<file path="src/rtl/imem_loader_pkg.sv">
// Shared types and widths for the instruction-memory loader.
// Holds the FSM state encoding and the byte/word geometry of the stream.
package imem_loader_pkg;

   localparam int unsigned BYTES_PER_WORD = 4;
   localparam int unsigned INSTR_W        = 32;
   localparam int unsigned BYTE_W         = 8;
   localparam int unsigned IDX_W          = $clog2(BYTES_PER_WORD);

   typedef enum logic [2:0] {
      IDLE,
      LEN_LO,
      LEN_HI,
      DATA,
      WRITE,
      DONE,
      ERR
   } state_t;

endpackage

</file>
<file path="src/rtl/imem_loader_if.sv">
// Byte-stream handshake plus instruction-memory write port seen by the loader.
// The master modport is the loader side; the slave modport is the byte source and memory.
interface imem_loader_if
   import imem_loader_pkg::*;
#(
   parameter int unsigned ADDR_W = 8
);

   logic                byte_valid;
   logic [BYTE_W-1:0]   byte_data;
   logic                byte_ready;
   logic                imem_we;
   logic [ADDR_W-1:0]   imem_waddr;
   logic [INSTR_W-1:0]  imem_wdata;

   modport master (
      input  byte_valid,
      input  byte_data,
      output byte_ready,
      output imem_we,
      output imem_waddr,
      output imem_wdata
   );

   modport slave (
      output byte_valid,
      output byte_data,
      input  byte_ready,
      input  imem_we,
      input  imem_waddr,
      input  imem_wdata
   );

endinterface

</file>
<file path="src/rtl/imem_loader_word_packer.sv">
// Little-endian byte-to-word packer: first byte lands in [7:0], fourth in [31:24].
// word_c already includes the byte being strobed, so the caller can latch it on the filling edge.
module imem_loader_word_packer
   import imem_loader_pkg::*;
(
   input  logic               clk,
   input  logic               rst,
   input  logic               clr,
   input  logic               strobe,
   input  logic [BYTE_W-1:0]  data,
   output logic [INSTR_W-1:0] word_c,
   output logic               word_full_c
);

   logic [INSTR_W-1:0] word;
   logic [IDX_W-1:0]   idx;

   assign word_c      = {data, word[INSTR_W-1:BYTE_W]};
   assign word_full_c = strobe && (idx == IDX_W'(BYTES_PER_WORD - 1));

   // Shift register and byte index; the index wraps on its own after each word
   always_ff @(posedge clk or negedge rst) begin
      if (!rst) begin
         word <= '0;
         idx  <= '0;
      end else if (clr) begin
         word <= '0;
         idx  <= '0;
      end else if (strobe) begin
         word <= word_c;
         idx  <= idx + IDX_W'(1);
      end
   end

endmodule

</file>
<file path="src/rtl/imem_loader.sv">
// Loads a length-prefixed little-endian program image into instruction memory
// and holds the CPU in reset until the whole image has been written.
module imem_loader
   import imem_loader_pkg::*;
#(
   parameter int unsigned ADDR_W = 8,
   parameter int unsigned LEN_W  = 16
) (
   input  logic              clk,
   input  logic              rst,
   input  logic              start,
   imem_loader_if.master     bus,
   output logic              cpu_rst_n,
   output logic              busy,
   output logic              done,
   output logic              err,
   output logic [LEN_W-1:0]  words_loaded
);

   localparam logic [LEN_W:0] DEPTH = (LEN_W + 1)'(1) << ADDR_W;

   state_t              state, state_n;
   logic [BYTE_W-1:0]   len_lo, len_lo_n;
   logic [LEN_W-1:0]    len, len_n;
   logic [ADDR_W-1:0]   addr, addr_n;
   logic [LEN_W-1:0]    wl_n;
   logic                we_n;
   logic [ADDR_W-1:0]   waddr_n;
   logic [INSTR_W-1:0]  wdata_n;
   logic                pack_clr_c;
   logic                accept_c;
   logic                pack_strobe_c;
   logic [LEN_W-1:0]    hdr_c;
   logic [INSTR_W-1:0]  word_c;
   logic                word_full_c;

   assign accept_c      = bus.byte_valid && bus.byte_ready;
   assign pack_strobe_c = accept_c && (state == DATA);
   assign hdr_c         = LEN_W'({bus.byte_data, len_lo});

   imem_loader_word_packer u_packer (
      .clk         (clk),
      .rst         (rst),
      .clr         (pack_clr_c),
      .strobe      (pack_strobe_c),
      .data        (bus.byte_data),
      .word_c      (word_c),
      .word_full_c (word_full_c)
   );

   // Next-state, datapath and next-output decode
   always_comb begin
      state_n    = state;
      len_lo_n   = len_lo;
      len_n      = len;
      addr_n     = addr;
      wl_n       = words_loaded;
      we_n       = 1'b0;
      waddr_n    = bus.imem_waddr;
      wdata_n    = bus.imem_wdata;
      pack_clr_c = 1'b0;
      case (state)
         IDLE: if (start) state_n = LEN_LO;
         LEN_LO: begin
            if (accept_c) begin
               len_lo_n = bus.byte_data;
               state_n  = LEN_HI;
            end
         end
         LEN_HI: begin
            if (accept_c) begin
               len_n      = hdr_c;
               addr_n     = '0;
               wl_n       = '0;
               pack_clr_c = 1'b1;
               if (hdr_c == '0)                         state_n = DONE;
               else if ((LEN_W + 1)'(hdr_c) > DEPTH)    state_n = ERR;
               else                                     state_n = DATA;
            end
         end
         DATA: begin
            if (word_full_c) begin
               we_n    = 1'b1;
               waddr_n = addr;
               wdata_n = word_c;
               state_n = WRITE;
            end
         end
         WRITE: begin
            addr_n  = addr + ADDR_W'(1);
            wl_n    = words_loaded + LEN_W'(1);
            state_n = (wl_n == len) ? DONE : DATA;
         end
         DONE, ERR: if (start) state_n = LEN_LO;
         default: state_n = IDLE;
      endcase
   end

   // State, datapath and outputs, all registered from the next-state decode
   always_ff @(posedge clk or negedge rst) begin
      if (!rst) begin
         state          <= IDLE;
         len_lo         <= '0;
         len            <= '0;
         addr           <= '0;
         words_loaded   <= '0;
         bus.byte_ready <= 1'b0;
         bus.imem_we    <= 1'b0;
         bus.imem_waddr <= '0;
         bus.imem_wdata <= '0;
         cpu_rst_n      <= 1'b0;
         busy           <= 1'b0;
         done           <= 1'b0;
         err            <= 1'b0;
      end else begin
         state          <= state_n;
         len_lo         <= len_lo_n;
         len            <= len_n;
         addr           <= addr_n;
         words_loaded   <= wl_n;
         bus.byte_ready <= (state_n == LEN_LO) || (state_n == LEN_HI) || (state_n == DATA);
         bus.imem_we    <= we_n;
         bus.imem_waddr <= waddr_n;
         bus.imem_wdata <= wdata_n;
         cpu_rst_n      <= (state_n == DONE);
         busy           <= (state_n == LEN_LO) || (state_n == LEN_HI) ||
                           (state_n == DATA)   || (state_n == WRITE);
         done           <= (state_n == DONE);
         err            <= (state_n == ERR);
      end
   end

endmodule

</file>
<file path="src/flat_wrapper.sv">
// flat-port wrapper written by rule: the top's interface ports become plain ports
module imem_loader_flat import imem_loader_pkg::*;
#(
   parameter int unsigned ADDR_W = 8,
   parameter int unsigned LEN_W  = 16
)
  (clk, rst, start, cpu_rst_n, busy, done, err, words_loaded, bus_byte_valid, bus_byte_data, bus_byte_ready, bus_imem_we, bus_imem_waddr, bus_imem_wdata);
  imem_loader_if #(.ADDR_W(ADDR_W)) bus_i ();
  input  logic clk;
  input  logic rst;
  input  logic start;
  output logic cpu_rst_n;
  output logic busy;
  output logic done;
  output logic err;
  output logic [LEN_W-1:0] words_loaded;
  input wire logic [$bits(bus_i.byte_valid)-1:0] bus_byte_valid;
  input wire logic [$bits(bus_i.byte_data)-1:0] bus_byte_data;
  output wire logic [$bits(bus_i.byte_ready)-1:0] bus_byte_ready;
  output wire logic [$bits(bus_i.imem_we)-1:0] bus_imem_we;
  output wire logic [$bits(bus_i.imem_waddr)-1:0] bus_imem_waddr;
  output wire logic [$bits(bus_i.imem_wdata)-1:0] bus_imem_wdata;
  assign bus_i.byte_valid = bus_byte_valid;
  assign bus_i.byte_data = bus_byte_data;
  assign bus_byte_ready = bus_i.byte_ready;
  assign bus_imem_we = bus_i.imem_we;
  assign bus_imem_waddr = bus_i.imem_waddr;
  assign bus_imem_wdata = bus_i.imem_wdata;
  imem_loader #(.ADDR_W(ADDR_W), .LEN_W(LEN_W)) u_core (.clk(clk), .rst(rst), .start(start), .bus(bus_i), .cpu_rst_n(cpu_rst_n), .busy(busy), .done(done), .err(err), .words_loaded(words_loaded));
endmodule
</file>
<file path="config.mk">
export PLATFORM = sky130hd
export DESIGN_NAME = imem_loader_flat
export DESIGN_NICKNAME = d
export VERILOG_FILES = /design/src/rtl/imem_loader_pkg.sv /design/src/rtl/imem_loader_if.sv /design/src/rtl/imem_loader_word_packer.sv /design/src/rtl/imem_loader.sv /design/src/flat_wrapper.sv
export SDC_FILE = /design/constraint.sdc
export NUM_CORES = 1
export LEC_CHECK = 0
export CORE_MARGIN = 10
export CORE_UTILIZATION = 30
export CTS_BUF_LIST = sky130_fd_sc_hd__clkbuf_4 sky130_fd_sc_hd__clkbuf_8 sky130_fd_sc_hd__clkbuf_16
export CTS_CLUSTER_DIAMETER = 30
export CTS_CLUSTER_SIZE = 28
export DETAILED_ROUTE_END_ITERATION = 6
export SYNTH_ARGS = -nofsm -noshare
export SYNTH_HDL_FRONTEND = slang
export SYNTH_SLANG_ARGS = --single-unit
</file>
<file path="constraint.sdc">
create_clock -name clk -period 6.9 [get_ports clk]
set_clock_uncertainty 0.1 [all_clocks]
set_input_delay 0.69 -clock clk [delete_from_list [all_inputs] [get_ports clk]]
set_output_delay 0.69 -clock clk [all_outputs]
set_load 0.1 [all_outputs]
</file>
==> flow_summary.ini <==
[layout]
n_antenna_cell = 0
drive_gt1_share_pct = 15.0
synthToLayoutAreaGrowth_pct = 27.3
final_cell_mix = dfrtp_1 (122), nand2_1 (116), clkdlybuf4s50_1 (72)
final_util_pct = 38.9
layout_commonest_cell = dfrtp_1
nets = 610

[placed_design]
place_congestion = 0.864
dp_hpwl_um = 9480
port_buffers = 73

[hold_path]
hp-class = input port to asynchronous set/reset pin

[power_and_ir_drop]
internal_power_uw = 2060
combPwrFrac_pct = 43.7
swShare_pct = 46.9
p_clk_share_pct = 24.1
ir_worst_vdd_v = 0.000267
seq_power_share_pct = 32.2
p_sw_uw = 1810
power_density_nw_per_um2 = 552
leakagePower_uw = 0.00321

[yosys]
synth_area_per_cell_um2 = 10.3
yosysSeqAreaShare_pct = 55.4
synth_ff_type = dfrtp_1
synth_area_um2 = 5510
synth_cells = 536
ys_ff_latch = 122
synth-edff-count = 0
async_reset_ff_share_pct = 100
syn-num-nets = 551
ys_warn_count = 0
synth_top_cell_by_area = dfrtp_1
netlist_top_cells_area = dfrtp_1 (55%), mux2_2 (10%), nand2_1 (7.9%), o21ai_0 (3.7%), nand3_1 (3.6%)
synthDistinctLibCells = 45
synth_top_area_share_pct = 55.4

[floorplan]
dieArea_um2 = 24200
die_h_um = 156
fp.coreArea_um2 = 18000
die_width_um = 156
core.rowCount = 49
start_util_pct = 30.6
io_pins = 74

[critical_path]
required_ps = 7050
cp-end-kind = register
path_cells = clkdlybuf4s50_1 > nand2_1 > nor2_2 > nand3_2 > inv_1 > nor3_1 > a21bo_2 > o21ai_1
crit_family = simple AND/OR/NAND/NOR gates
cp.arrival_ps = 3880
worst-path-buf-inv = 2
crit_path_top_delay_cell = nand3_2
worst-setup-path-type = input port to register
start_kind = input port
crit_fanout = 42
critPathMaxStageDelay_ps = 1030

[sta]
setup_viol = 0
fin_tns_setup_ps = 0
finalCritPeriodShare_pct = 54.1
layout_min_cycle_time_ps = 3730
rsz0062_at_grt = no
whs_ps = 211
finalHoldViolCount = 0
tightest_slew_ps = 1150
clock.fmax_mhz = 268
drv_slew = 0
slew_headroom_pct = 23.1

[global_route]
grt_remaining_overflow = 0
grt_max_degree = 70
grt_first_pass_wirelength_um = 22600
grt_pass1_vias = 4251
grt.total_usage_pct = 11.7
antenna_found_initial = 0

[detailed_routing]
detail-route-antenna-nets = 0
drc = 0
vias_per_cell = 4.95
wl_per_cell_um = 16.3
first_pass_iters = 4
routed_wl_um = 13600
drt_iter0_markers = 215
via_count = 4138

[cts]
clock_latency_ps = 410
cts_buffer_depth = 2
clkSlewWorstSetupHoldPaths_ps = 50
cts_setup_buffers = 0
postCtsHoldBufs = 0
cts_tree = yes
cts-root-buf = clkbuf_16
numClockSinks = 122
numCtsBuffers = 17
h-tree-depth = 4
cts_resized = 0

[run_status]
outcome = finished, final reports clean

[run]
maxCapViolCount = 0
logic make-up (layout without fill, tap and decap cells):
kind of cell / Yosys count / in the layout / share of synthesized area (%)
and+or+nand+nor: 222 / 222 / 18.9
adders and majority gates: 3 / 3 / 0.681
DFF: 122 / 122 / 55.4
buffers and inverters: 42 / 113 / 3.38
AOI/OAI and AO/OA: 73 / 73 / 7.63
xor gates and xnor gates: 24 / 24 / 3.81
muxes: 50 / 50 / 10.2
stage by stage:
stage / power [uW] / cell area [um^2] / cells / setup slack [ps]
after global placement: 2930 / 6390 / 805 / 2830
after global routing: 4080 / 7020 / 836 / 2770
after detailed placement: 2970 / 6390 / 805 / 2650
final: 3870 / 7020 / 836 / 3170
after CTS: 3920 / 7020 / 836 / 3090
after floorplan: 2530 / 5510 / 536 / 3950
registers in the layout, indices dropped and copies added, names as in the netlist, 2 cells and up:
register	flops
u_core.bus.imem_waddr	8
u_core.u_packer.word	24
u_core.bus.imem_wdata	32
u_core.words_loaded	16
u_core.state	3
u_core.u_packer.idx	2
u_core.len_lo	8
u_core.len	16
u_core.addr	8
per-layer routing:
layer / up-vias / share of wire (%) / GRT usage [%] / wire length, um
met1: 2031 / 45 / 14.1 / 6090
met3: 23 / 3.8 / 3.09 / 513
met5: - / 0 / 0 / 0
met4: 0 / 1.7 / 4.77 / 232
met2: 105 / 50 / 19.3 / 6810
li1: 1979 / - / - / -
path summary, 6_finish.rpt:
| check | startpoint | endpoint | slack [ps] | depth (start not counted) |
|---|---|---|---|---|
| worst max register to register | u_core.state[2]$_DFF_PN0_ | u_core.busy$_DFF_PN0_ | 3470 | 7 |
| worst max-delay path | bus_byte_valid | u_core.busy$_DFF_PN0_ | 3170 | 8 |
| max in group asynchronous | rst | u_core.bus.imem_wdata[4]$_DFFE_PN0P_ | 5180 | 2 |
| min in group clk | u_core.u_packer.word[12]$_DFFE_PN0P_ | u_core.u_packer.word[12]$_DFFE_PN0P_ | 370 | 2 |
| worst min-delay path | rst | u_core.words_loaded[5]$_DFFE_PN0P_ | 210 | 1 |
| worst min register to register | u_core.u_packer.word[12]$_DFFE_PN0P_ | u_core.u_packer.word[12]$_DFFE_PN0P_ | 370 | 2 |
synthesized netlist by cell type (4+ instances only):
library cell,n
a21oi_1,9
a31oi_1,4
and2_1,5
and3_1,5
and4_1,5
buf_4,7
clkbuf_1,26
dfrtp_1,122
inv_1,6
mux2_2,49
nand2_1,116
nand2b_1,4
nand3_1,40
nand4_1,7
nor2_1,19
nor4_1,5
o21ai_0,41
o31ai_1,6
xnor2_1,13
xor2_1,11
power groups by stage:
stage | logic, uW | registers, uW | clock network, uW
floorplan | 583 | 1950 | 0
global placement | 1680 | 1250 | 0
detailed placement | 1710 | 1260 | 0
CTS | 1720 | 1250 | 953
global route | 1800 | 1290 | 986
finish | 1690 | 1250 | 934
cell type report:
type | count | area (um^2)
Clock inverter | 11 | 170
Fill cell | 1776 | 11000
Clock buffer | 20 | 454
Sequential cell | 122 | 3050
Timing Repair Buffer | 76 | 751
Multi-Input combinational cell | 372 | 2280
Tap cell | 229 | 287
Inverter | 6 | 22.5
No activity file was read; power rests on OpenSTA's default activity.
==> variant 1 (same flow settings) <==
Encoding of `state_t`: now one-hot (7 bits for 7 states).
--- a/src/rtl/imem_loader_pkg.sv
+++ b/src/rtl/imem_loader_pkg.sv
@@ -7,14 +7,14 @@
    localparam int unsigned BYTE_W         = 8;
    localparam int unsigned IDX_W          = $clog2(BYTES_PER_WORD);
 
-   typedef enum logic [2:0] {
-      IDLE,
-      LEN_LO,
-      LEN_HI,
-      DATA,
-      WRITE,
-      DONE,
-      ERR
+   typedef enum logic [6:0] {
+      IDLE   = 7'b0000001,
+      LEN_LO = 7'b0000010,
+      LEN_HI = 7'b0000100,
+      DATA   = 7'b0001000,
+      WRITE  = 7'b0010000,
+      DONE   = 7'b0100000,
+      ERR    = 7'b1000000
    } state_t;
 
 endpackage
Check against the original RTL: no difference found for any inputs over 10 cycles, from zero or initial values and one cycle with rst low; not proved beyond that.
==> variant 1 against the original RTL <==
- fmax grew 19%
- wire length rose by 6.4%
- final area rose by 4.2%
- synthesized area increased by 4.0%
- core utilization about the same
- setup slack improved by 0.60 ns
- sequential cell count up 4
- critical endpoint unchanged
- global-route usage up 0.73 points
Power is not compared: it rests on default switching activity, and its combinational part moved more than twofold at a synthesized area within 25%.
==> variant 1: results (changes against the original RTL) <==
- Pre-CTS setup slack: 3.706 ns (+1.057 ns)
- Clock sink count: 126 (+3.3%)
- Pin count of the biggest net entering global routing: 82 (+17%)
- Dpl hpwl: 9954 microns (+5.0%)
- WP data arrival: 3.32 ns (-0.56 ns)
- Placed cell count: 908 (+13%)
- Sequential element share of the synthesized area: 55.00% (-0.38 points)
- Worst-path fanout max: 8 (-81%)
- Drt pass-1 iters: 5 (+1)
- Cell count after synthesis: 629 (+17%)
- Top cells by count, synth: nand2_1, dfrtp_1, o21ai_0
- Post-synth cell types: 56 (+24%)
- Worst path slowest cell: nor3_1
- CP peak stage delay: 0.62 ns (-0.41 ns)
- Routed WL: 14520 microns (+6.4%)
- Routability cong.: 0.8053 (-6.8%)
- Post-Syn Nets: 644 (+17%)
- Worst VDD drop: 0.0001772 V
- Status: finished clean
- H-tree levels: 4 (unchanged)
- Area of the die: 0.02505 sq mm (+3.5%)
- Wire length per cell: 15.45 microns (-5.4%)
- Worst slew margin relative to its limit: 32.39% (+9.3 points)
- Initial drt markers: 317 (+47%)
- EDFF count, synth: 0 (unchanged)
- Post_cts resized: 0 (unchanged)
- Gr usage total: 12.38% (+0.73 points)
- First-pass GRT wire length: 24590 microns (+8.7%)
- Synth top area cells: dfrtp_1, nand2_1, o21ai_0, xor2_1, a21oi_1
- Vias in the first global route: 4632 (+9.0%)
- DR vias/cell: 4.871 (-1.6%)
- Buffers added on ports: 73 (unchanged)
- Layout cells sized above 1: 7.790% (-7.2 points)
-- variant 1: changes by cell type in the layout (fill, tap and decap cells not counted), moves of 4 or more --
cell,change
a21oi_1,+19
a22o_1,+9
buf_4,+4
mux2_2,-41
nand2_1,+119
nand3_1,-29
nor2b_1,+4
o21ai_0,-4
or4_1,+4
xnor2_1,-4
xor2_1,+6
-- variant 1: power groups by stage --
stage / combinational [mW] / sequential, mW / clock [mW]
6_report: 0.821 / 0.904 / 0.968
5_1_grt: 0.904 / 0.919 / 1.02
4_1_cts: 0.825 / 0.903 / 0.986
3_5_place_dp: 0.821 / 0.916 / 0
3_3_place_gp: 0.812 / 0.916 / 0
2_1_floorplan: 0.484 / 1.05 / 0
-- variant 1: cells by family (layout without fill, tap and decap cells) --
group | Yosys count | in the layout | share of synthesized area [%]
flip-flops | 126 | 126 | 55.00
buffers and inverters | 42 | 119 | 2.902
multiplexers | 9 | 9 | 1.745
XOR/XNOR | 27 | 27 | 4.363
AO/OA/AOI/OAI | 101 | 101 | 10.75
adder cells (fa/ha/maj) | 3 | 3 | 0.6545
AND/OR/NAND/NOR | 321 | 321 | 24.59
-- variant 1: critical path, delay by kind of cell, from the launching register on --
family                     cells  cell delay [ns]
adders and majority gates      1             0.30
AOI/OAI and AO/OA              2             0.39
DFF                            1             0.50
and+or+nand+nor                4             1.72
-- variant 1: area by class of cell --
| class | instances | area [sq um] |
|---|---|---|
| clock buffers | 20 | 460.4 |
| repair buffers | 80 | 780.7 |
| well taps | 234 | 292.8 |
| clock inverters | 12 | 180.2 |
| multi-input cells | 461 | 2415 |
| fillers | 1895 | 11460 |
| inverters | 7 | 26.28 |
| flip-flops and latches | 126 | 3154 |
-- variant 1: worst paths after layout --
path                                           from                       end  slack (ns)  depth (start not counted)
min reg2reg                u_core.u_packer.word[15]  u_core.bus.imem_wdata[7]        0.37                          2
min in group clk           u_core.u_packer.word[15]  u_core.bus.imem_wdata[7]        0.37                          2
min                                             rst    u_core.words_loaded[2]        0.17                          1
max in group asynchronous                       rst           u_core.state[4]        5.07                          2
max reg2reg                  u_core.words_loaded[0]               u_core.busy        3.77                          7
max                          u_core.words_loaded[0]               u_core.busy        3.77                          7
-- variant 1: layer usage --
metal	GRT usage, %	vias to the layer above	part of all wire (%)
met2	18.86	85	47
met3	3.724	19	5.5
met1	15.91	2230	46
met5	0	-	0
li1	-	2245	-
met4	5.470	0	1.9
-- variant 1: through the flow --
stage | power [mW] | instance area (sq um) | hold WS (ns) | utilization [%]
after detailed placement | 1.737 | 6669 | 0.3612 | 35.53
after global routing | 2.846 | 7310 | 0.2227 | 38.95
final | 2.692 | 7310 | 0.1720 | 38.95
after CTS | 2.713 | 7310 | 0.1897 | 38.95
after global placement | 1.727 | 6669 | 0.3597 | 35.53
after floorplan | 1.534 | 5736 | 0.2944 | -
==> variant 2 (same settings) <==
Without the edit above. Change the package constant `BYTES_PER_WORD` from 4 to 2.
--- a/src/rtl/imem_loader_pkg.sv
+++ b/src/rtl/imem_loader_pkg.sv
@@ -2,7 +2,7 @@
 // Holds the FSM state encoding and the byte/word geometry of the stream.
 package imem_loader_pkg;
 
-   localparam int unsigned BYTES_PER_WORD = 4;
+   localparam int unsigned BYTES_PER_WORD = 2;
    localparam int unsigned INSTR_W        = 32;
    localparam int unsigned BYTE_W         = 8;
    localparam int unsigned IDX_W          = $clog2(BYTES_PER_WORD);
Behaviour: not the same (Yosys sat finds a counterexample within 10 cycles, from zero or initial values and one cycle with rst low).
==> variant 2 against the original RTL <==
- synthesized area down 1.7%
- cell count up 7.8%
- final area down 1.3%
- setup slack better by 0.70 ns
- via count up 2.9%
- sequential cell count down 1
- hold slack better by 0.021 ns
- wire length up 2.5%
Power is not shown: default switching activity piles up to over one toggle a cycle in this logic, so the estimate is an artifact.
==> variant 2: results (changes against the original RTL) <==
- Top cells by count, synth: nand2_1, dfrtp_1, o21ai_0
- Adder-cell share of the synthesized area: 0.6465% (-0.034 points)
- R2R setup slack: 3.87 ns (+0.40 ns)
- Diode count: 0 (unchanged)
- Post_cts resized: 0 (unchanged)
- Status: finished clean
- Routability cong.: 0.7864 (-9.0%)
- Drt pass-1 iters: 5 (+1)
- Critical Path Source: u_core.words_loaded[0]
- Mux cell area share after synthesis: 2.078% (-8.1 points)
- Post-Synth XOR/XNOR Area: 4.133% (+0.32 points)
- Worst path slowest cell: nor3_1
- First-pass GRT wire length: 23040 microns (+1.8%)
- Vias in the first global route: 4203 (-1.1%)
- Post-CTS setup buffer count: 0 (unchanged)
- CP peak stage delay: 0.60 ns (-0.43 ns)
- Gr usage total: 11.79% (+0.14 points)
- Clk root buf: clkbuf_16
- Wire length per cell: 15.53 microns (-4.9%)
- WP data arrival: 3.19 ns (-0.69 ns)
- Slew @ Worst Pin: 1.006 ns (-0.1462 ns)
- Dpl hpwl: 9555 microns (+0.78%)
- Initial antenna violation count: 0 (unchanged)
- Synth top area cells: dfrtp_1, nand2_1, o21ai_0, xnor2_1, mux2_2
- Reg-to-Reg End: u_core.busy
- Total Nets Final: 673 (+10%)
- DR vias/cell: 4.727 (-4.5%)
- Max-slew violation count: 0 (unchanged)
- Post-synthesis compound-gate area fraction: 10.09% (+2.5 points)
- Buffers added on ports: 73 (unchanged)
- FILL cells: 1768 (-0.45%)
- Post-Syn Nets: 605 (+9.8%)
- Largest regs: u_core.bus.imem_wdata (32), u_core.u_packer.word (24)
- Main flop type after synthesis: dfrtp_1
- H-tree levels: 4 (unchanged)
- Async set or reset register ratio after synthesis: 100.0% (unchanged)
- Setup CP Type: reg -> reg
- Sequential element share of the synthesized area: 55.88% (+0.50 points)
- Worst-path fanout max: 9 (-79%)
- Post-synth cell types: 48 (+6.7%)
- Cell Area, Placed: 0.006374 sq mm (-0.31%)
- Total CTS buffers: 17 (unchanged)
- Clock latency on the worst-skew pair: 0.41 ns (about the same)
- HP Class: in -> async
- Initial drt markers: 303 (+41%)
- Layout cells sized above 1: 8.929% (-6.1 points)
- Pin count of the biggest net entering global routing: 65 (-7.1%)
- Worst R2R Path Depth: 7 (unchanged)
- Clk slew on worst S/H paths: 0.06 ns
- Clock Tree Buf Depth: 2 (unchanged)
- Syn. warnings: 0 (unchanged)
-- variant 2: changes by cell type after synthesis, moves of 4 or more --
cell,unedited run,this run
nand2_1,116,229
nand3_1,40,8
nor3_1,3,9
a21oi_1,9,18
a22o_1,0,8
o21ai_0,41,34
mux2_2,49,10
buf_4,7,3
and4_1,5,0
buf_1,1,5
clkbuf_1,26,21
-- variant 2: worst min path at each step --
stage | start | endpoint | slack, ns | cells past startpoint
3_5_place_dp | u_core.u_packer.word[9] | u_core.bus.imem_wdata[1] | 0.36 | 2
2_1_floorplan | rst | u_core.addr[0] | 0.29 | 0
5_1_grt | rst | u_core.len_lo[2] | 0.29 | 1
4_1_cts | rst | u_core.bus.imem_wdata[30] | 0.26 | 1
6_report | rst | u_core.len_lo[2] | 0.23 | 1
3_3_place_gp | u_core.u_packer.word[9] | u_core.bus.imem_wdata[1] | 0.35 | 2
-- variant 2: per-stage QoR --
step           instances  setup slack [ns]  hold WS (ns)
3_5_place_dp         869             3.628        0.3589
2_1_floorplan        591             3.467        0.2944
3_3_place_gp         869             3.692        0.3488
6_report             901             3.870        0.2317
5_1_grt              901             3.579        0.2868
4_1_cts              901             3.845        0.2600
-- variant 2: routing by layer --
metal | up-vias | part of all wire (%) | track usage (%)
li1 | 2126 | - | -
met1 | 2028 | 50 | 16.44
met2 | 93 | 43 | 16.75
met3 | 12 | 5.8 | 3.466
met4 | 0 | 1.2 | 4.453
met5 | - | 0 | 0
-- variant 2: area by class of cell --
class	count	area, sq um	share of cell area (%)
clock buffers	20	454.2	6.555
inverters	4	15.01	0.2167
repair buffers	81	788.3	11.38
well taps	229	286.5	4.135
flip-flops and latches	121	3028	43.70
clock inverters	12	101.3	1.463
multi-input cells	434	2256	32.56
-- variant 2: cells by family after synthesis --
kind of cell	count (synthesis)
AOI/OAI and AO/OA	88
and+or+nand+nor	309
muxes	10
DFF	121
buffers and inverters	36
xor gates and xnor gates	24
adders and majority gates	3
-- variant 2: worst max-delay path, delay by kind of cell (launching register included) --
family | cells | cell delay (ns)
adder cells (fa/ha/maj) | 1 | 0.30
flip-flops | 1 | 0.48
AO/OA/AOI/OAI | 1 | 0.19
XOR/XNOR | 1 | 0.20
AND/OR/NAND/NOR | 4 | 1.61
